File: src/rtl/uart_tx_queue.sv
`default_nettype none
// +--------------------------------------------------------------------------+
// | uart_tx_queue                                                            |
// | Byte FIFO feeding a UART transmitter through an IDLE/SEND/BUSY handshake |
// | Revision: 1.0                                                            |
// +--------------------------------------------------------------------------+
module uart_tx_queue #(
  parameter int DEPTH = 8
) (
  input  logic                     clk,
  input  logic                     rst,
  input  logic                     wr_en,
  input  logic [7:0]               wr_data,
  output logic                     full,
  output logic                     empty,
  output logic [$clog2(DEPTH):0]   count,
  output logic                     ovf,
  output logic                     trmt,
  output logic [7:0]               tx_data,
  input  logic                     tx_done,
  output logic                     busy
);

  localparam int AW = $clog2(DEPTH);
  localparam int CW = AW + 1;

  // SEND owns bit 0 alone so trmt is a plain flop output.
  typedef enum logic [1:0] {
    IDLE = 2'b00,
    SEND = 2'b01,
    BUSY = 2'b10
  } state_t;

  state_t          state_q, state_d;
  logic [AW-1:0]   wr_ptr_q, wr_ptr_d;
  logic [AW-1:0]   rd_ptr_q, rd_ptr_d;
  logic [CW-1:0]   count_q, count_d;
  logic [7:0]      tx_data_q, tx_data_d;
  logic            ovf_q, ovf_d;
  logic [7:0]      mem_q [DEPTH];
  logic            push;
  logic            pop;

  assign full    = (count_q == CW'(DEPTH));
  assign empty   = (count_q == '0);
  assign count   = count_q;
  assign ovf     = ovf_q;
  assign trmt    = state_q[0];
  assign busy    = (state_q != IDLE);
  assign tx_data = tx_data_q;

  // Full is taken from the registered count, so a same-edge pop cannot free a slot.
  assign push = wr_en && !full;

  always_comb begin
    state_d = state_q;
    pop     = 1'b0;
    unique case (state_q)
      IDLE: begin
        if (!empty) begin
          state_d = SEND;
          pop     = 1'b1;
        end
      end
      SEND: state_d = BUSY;
      BUSY: begin
        if (tx_done) begin
          if (!empty) begin
            state_d = SEND;
            pop     = 1'b1;
          end else begin
            state_d = IDLE;
          end
        end
      end
      default: state_d = IDLE;
    endcase
  end

  always_comb begin
    wr_ptr_d  = wr_ptr_q;
    rd_ptr_d  = rd_ptr_q;
    count_d   = count_q;
    tx_data_d = tx_data_q;
    ovf_d     = wr_en && full;
    if (push) begin
      wr_ptr_d = wr_ptr_q + AW'(1);
    end
    if (pop) begin
      rd_ptr_d  = rd_ptr_q + AW'(1);
      tx_data_d = mem_q[rd_ptr_q];
    end
    if (push && !pop) begin
      count_d = count_q + CW'(1);
    end else if (pop && !push) begin
      count_d = count_q - CW'(1);
    end
  end

  always_ff @(posedge clk or posedge rst) begin
    if (rst) begin
      state_q   <= IDLE;
      wr_ptr_q  <= '0;
      rd_ptr_q  <= '0;
      count_q   <= '0;
      tx_data_q <= 8'h00;
      ovf_q     <= 1'b0;
    end else begin
      state_q   <= state_d;
      wr_ptr_q  <= wr_ptr_d;
      rd_ptr_q  <= rd_ptr_d;
      count_q   <= count_d;
      tx_data_q <= tx_data_d;
      ovf_q     <= ovf_d;
    end
  end

  // Storage needs no reset; the count alone decides which entries are valid.
  always_ff @(posedge clk) begin
    if (push) begin
      mem_q[wr_ptr_q] <= wr_data;
    end
  end

endmodule
`default_nettype wire

File: config.mk
export PLATFORM = sky130hd
export DESIGN_NAME = uart_tx_queue
export DESIGN_NICKNAME = d
export VERILOG_FILES = /design/src/rtl/uart_tx_queue.sv
export SDC_FILE = /design/constraint.sdc
export NUM_CORES = 1
export LEC_CHECK = 0
export ABC_AREA = 0
export BUFFER_PORTS_ARGS = -buffer_cell sky130_fd_sc_hd__buf_2
export CAP_MARGIN = 20
export CORE_MARGIN = 3
export CORE_UTILIZATION = 35
export CTS_CLUSTER_DIAMETER = 80
export DETAILED_ROUTE_END_ITERATION = 8
export SKIP_CTS_REPAIR_TIMING = 1
export SLEW_MARGIN = 25
export SYNTH_ARGS = -nofsm -noshare
export SYNTH_HDL_FRONTEND = slang
export SYNTH_SLANG_ARGS = --single-unit
File: constraint.sdc
create_clock -name clk -period 2.7 [get_ports clk]
set_clock_uncertainty 0.1 [all_clocks]
set_input_delay 0.27 -clock clk [delete_from_list [all_inputs] [get_ports clk]]
set_output_delay 0.27 -clock clk [all_outputs]
set_load 0.02 [all_outputs]
After elaboration in Yosys (flattened, before gate mapping):

Memories as Yosys holds them, arrays and structs flattened. A register that Yosys moved wholly into a read port is not among the register bits.
Cells that the tools add are included.

* reduce and logical (&&, ||, !) cells: 12
* mux-type cells: 11
* equality and inequality tests: 5
* add/sub/neg operators: 4

Operators by type and width (number)
* two-way mux 4 bit: 2
* adder 3 x 1 -> 3 bit (second input constant): 2
* case mux 2 bit (3 select lines): 1
* two-way mux 1 bit: 5
* adder 4 x 1 -> 4 bit (second input constant): 1
* == test 4 bit (second input constant): 1
* logical AND 1 bit: 4
* logical NOT 4 bit: 1
* two-way mux 2 bit: 2
* != test 2 bit (second input constant): 2
* nonzero test 2 bit: 2
* subtractor 4 x 1 -> 4 bit (second input constant): 1
* logical NOT 1 bit: 3
* == test 2 x 1 -> 1 bit (second input constant): 1
* == test 2 bit (second input constant): 1
* logical NOT 2 bit: 1
* case mux 1 bit (2 select lines): 1
* AND reduction 2 bit: 1

* memories: 1
* bits in writable memories: 64
* bits in registers: 13
* bits of input ports: 12
* logic and storage cells: 38
* output and inout port bits: 17

Memories
* mem_q: words 8, bits a word 8, read ports 1, clocked after Yosys merged registers in 1, wr ports 1, line 40 `logic [7:0] mem_q [DEPTH];`

Longest topological paths before layout:

* word-level depth: 7
* gate-level depth with buffers: 11
* depth with buffers taken out: 10

Worst setup path before layout:

No wires, ideal clock.

* kind: register to register
* start: reg count_q[1] (netlist: count[1])
* end: reg count_q[3] (netlist: count[3])
* required time: 2.474 ns
* cell stages (with the launch flop): 12
* setup time: 0.126 ns
* path slack: -0.527 ns
* clock period less this slack: 3.227 ns
* arrival: 3.001 ns
* buffers on the path: 1
* path through: dfrtp_1 -> nor4_2 -> nor3_2 -> clkbuf_1 -> inv_1 -> ha_1 -> inv_1 -> ha_1 -> a21o_1 -> a2111oi_2 -> a31oi_1 -> a221o_1

* word-level cells in the longest chain between the ends: 7
* elaborated cells on any way between the ends: 16
* those cells by class: add/sub: 2; eq/ne: 1; mux: 5; reduce/logical: 8

RTL lines
* from (decl): line 37 `logic [CW-1:0] count_q, count_d;`
* from (signal assigned): line 112 `count_q <= count_d;`
* logical NOT 4 bit *: line 45 `assign empty = (count_q == '0);`
* net empty: line 15 `output logic empty,`
* two-way mux 1 bit *: line 60, 68
* two-way mux 1 bit: line 67 `if (tx_done) begin`
* case mux 1 bit (2 select lines) *: line 58 `unique case (state_q)`
* logical NOT 1 bit: line 93 `if (push && !pop) begin`
* logical AND 1 bit: line 93
* two-way mux 4 bit / nonzero test 2 bit (equally long branches)

Mark *: on every way through the listed nets, which the timed path passes. The rest lies on a longest branch. The select of a mux whose other input is x is not followed.
A chain may end at the register's enable or synchronous reset.

Final worst setup path:

* start: reg count_q[1] (netlist: count[1])
* end: reg count_q[3] (netlist: count[3])

* word-level cells in the longest chain between the ends: 7
* elaborated cells on any way between the ends: 16
* those cells by class: add/sub: 2; eq/ne: 1; mux: 5; reduce/logical: 8

RTL lines (line)
* logical NOT 4 bit: 45
* two-way mux 1 bit: 60, 68
* two-way mux 1 bit: 67
* case mux 1 bit (2 select lines): 58
* logical NOT 1 bit: 93
* logical AND 1 bit: 93
* two-way mux 4 bit / nonzero test 2 bit (equally long branches)

Several ways; a longest one is shown, not always the timed one. The select of a mux whose other input is x is not followed.

==> impl_metrics.env <==
export IMPL_inserted_clock_buffers=9
export IMPL_num_vias=1715
export IMPL_synth_distinct_cells=34
export IMPL_gr_total_overflow=0
export IMPL_placed_cell_area_mm2=0.00384
export IMPL_yosys_most_used_dff="edfxtp_1"
export IMPL_endpoint_kind="flip-flop"
export IMPL_clk_pin_slew_ns=0.09
export IMPL_cap_violations=0
export IMPL_num_antenna_cells=0
export IMPL_cts_htree_levels=3
export IMPL_first_pass_iters=4
export IMPL_post_synth_top_area_cell="edfxtp_1"
export IMPL_area_of_the_mapped_netlist_mm2=0.00342
export IMPL_drive_above_1_share_pct=38.4
export IMPL_final_nets=250
export IMPL_tritoncts="yes"
export IMPL_final_max_slew_violation_count=0
export IMPL_fmax_ghz=0.392
export IMPL_initialDrtViolationCount=79
export IMPL_fp_dieW_um=105
export IMPL_cts_max_path_buffers=2
export IMPL_core_region_area_mm2=0.00937
export IMPL_finalCritPeriodShare_pct=94.6
export IMPL_worstSetupPathType="reg -> reg"
export IMPL_buffer_ports_inserted=28
export IMPL_finalInstanceArea_mm2=0.00406
export IMPL_gpl_wtd_cong=0.709
export IMPL_synthesized_instance_count=187
export IMPL_synth_edf_count=64
export IMPL_placementRows=35
export IMPL_avgSynthCellArea_um2=18.3
export IMPL_critical_path_peak_fanout=6
export IMPL_cts_num_sinks=85
export IMPL_vias_in_the_first_global_route=1757
export IMPL_worst_ep_required_time_ns=2.85
export IMPL_tightestPinTransition_ns=0.831
export IMPL_timing_hold_worst_class="in -> reg"
export IMPL_synth_top_cells_by_area="edfxtp_1, dfrtp_1, mux4_2"
export IMPL_clock_insertion_delay_worst_skew_ns=0.36
export IMPL_synth_yosys_seq_area_share_pct=71.6
export IMPL_via_per_inst=4.69
export IMPL_ir_drop_v=0.000359
export IMPL_timing_max_slew_rel_slack_pct=44.3
export IMPL_floorplan_initialDensity_pct=36.4
export IMPL_powerDensity_mw_per_mm2=1140
export IMPL_yosys_cell_count_top_type="edfxtp_1"
export IMPL_root_buffer="clkbuf_8"
export IMPL_detail_route_wl_per_cell_um=16.9
export IMPL_total_nets_after_synthesis=205
export IMPL_status="completed"
export IMPL_setup_viol=0
export IMPL_place_hpwl_um=4170
export IMPL_synth_warning_count=0
export IMPL_detail_route_wirelength_um=6200
export IMPL_initial_antenna_violation_count=0
export IMPL_leakagePower_uw=0.00146
export IMPL_grt_setup_unrepaired="false"
export IMPL_critical_path_startpoint_type="flip-flop"
export IMPL_final_hold_violation_count=0
export IMPL_top_level_ports=29
export IMPL_min_period_ns=2.55
export IMPL_asyncSetResetFlopFracSynth_pct=24.7
export IMPL_synth_top_cells_by_count="edfxtp_1, dfrtp_1, mux4_2"
export IMPL_global_route_usage_total_pct=12.2
export IMPL_floorplan_die_height_um=105
export IMPL_largest_net_degree_at_the_start_of_global_routing=22
export IMPL_ys_ff_latch=85
export IMPL_route_detailed_drc=0
export IMPL_grt_first_pass_wirelength_um=10000
export IMPL_post_synth_top_area_fraction_pct=56.3
export IMPL_die_area_mm2=0.0110
export IMPL_utilization_pct=43.3
export IMPL_route_antenna_remaining_nets=0
export IMPL_cp_arrival_ns=2.70
export IMPL_syn2layout_area_growth_pct=18.7
power by group:
group / leakage [uW] / internal (uW) / switching (uW)
clock: 0.000104 / 371 / 519
combinational: 0.000533 / 855 / 842
sequential: 0.000821 / 1730 / 290
total: 0.00146 / 2950 / 1650
through the flow:
stage	setup TNS (ns)	hold WS [ns]	instances	setup slack, ns	power (uW)
final	0	0.0424	366	0.147	4600
after global routing	0	0.0514	366	0.00842	4930
after CTS	0	0.0170	365	0.148	4680
after detailed placement	0	0.408	349	0.161	3780
after global placement	0	0.399	349	0.209	3740
after floorplan	-0.0568	0.146	187	-0.0568	3280
registers in the layout, summed over array words and instances, names as in the netlist:
signal    cells
wr_ptr_q      3
mem_q        64
rd_ptr_q      3
ovf           1
count         4
state_q       2
tx_data       8
logic make-up (layout without fill, tap and decap cells):
group                      after synthesis  in the layout  share of synthesized area (%)
AOI/OAI and AO/OA                       15             15                           2.82
xor gates and xnor gates                 6              6                           1.54
adders and majority gates                6              6                           2.42
buffers and inverters                   13             63                           2.05
DFF                                     85             85                           71.6
muxes                                   28             28                           14.3
and+or+nand+nor                         34             34                           5.20
metal layers:
layer | vias to the layer above | wire [um] | share of wire [%] | track usage (%)
met1 | 868 | 2820 | 45 | 16.7
met4 | 0 | 107 | 1.7 | 4.50
met5 | - | 0 | 0 | 0
met2 | 32 | 3070 | 49 | 19.0
li1 | 806 | - | - | -
met3 | 9 | 208 | 3.4 | 3.09
layout by cell type, fill, tap and decap left out, types with 2 or more instances in the layout:
| master | n |
|---|---|
| a21oi_1 | 9 |
| buf_2 | 28 |
| buf_4 | 13 |
| clkbuf_8 | 9 |
| clkinv_4 | 2 |
| dfrtp_1 | 17 |
| dfrtp_2 | 4 |
| edfxtp_1 | 64 |
| ha_1 | 2 |
| ha_4 | 3 |
| inv_8 | 4 |
| mux2_2 | 2 |
| mux2i_1 | 8 |
| mux4_2 | 16 |
| nand2_1 | 5 |
| nand2b_1 | 3 |
| nor2_1 | 15 |
| nor2b_1 | 2 |
| nor3_1 | 3 |
| xnor2_1 | 4 |
| xor2_1 | 2 |
critical path, stage by stage (launching register included):
cell and delay (ns):
dfrtp_2 0.50, nor4b_4 0.30, nor2b_1 0.13, ha_4 0.19, inv_4 0.09, ha_4 0.20, a21o_1 0.18, a2111oi_2 0.32
a31oi_1 0.08, a221o_1 0.35
path summary, 6_finish.rpt:
path	start	endpoint	slack, ns	cells past startpoint
worst max register to register	count[1]$_DFFE_PP0P_	count[3]$_DFFE_PP0P_	0.15	9
worst max-delay path	count[1]$_DFFE_PP0P_	count[3]$_DFFE_PP0P_	0.15	9
min in group asynchronous	rst	tx_data[3]$_DFFE_PP0P_	0.41	3
worst min register to register	tx_data[0]$_DFFE_PP0P_	tx_data[0]$_DFFE_PP0P_	0.42	2
worst min-delay path	wr_en	ovf$_DFF_PP0_	0.04	2
max in group asynchronous	rst	count[1]$_DFFE_PP0P_	1.66	3
area by class of cell:
type	instances	area [um^2]
clock inverters	7	78.8
well taps	129	161
clock buffers	9	124
multi-input cells	89	953
flip-flops and latches	85	2450
fillers	861	5320
repair buffers	43	268
inverters	4	17.5
Note: power is estimated with default switching activity, not from simulation.
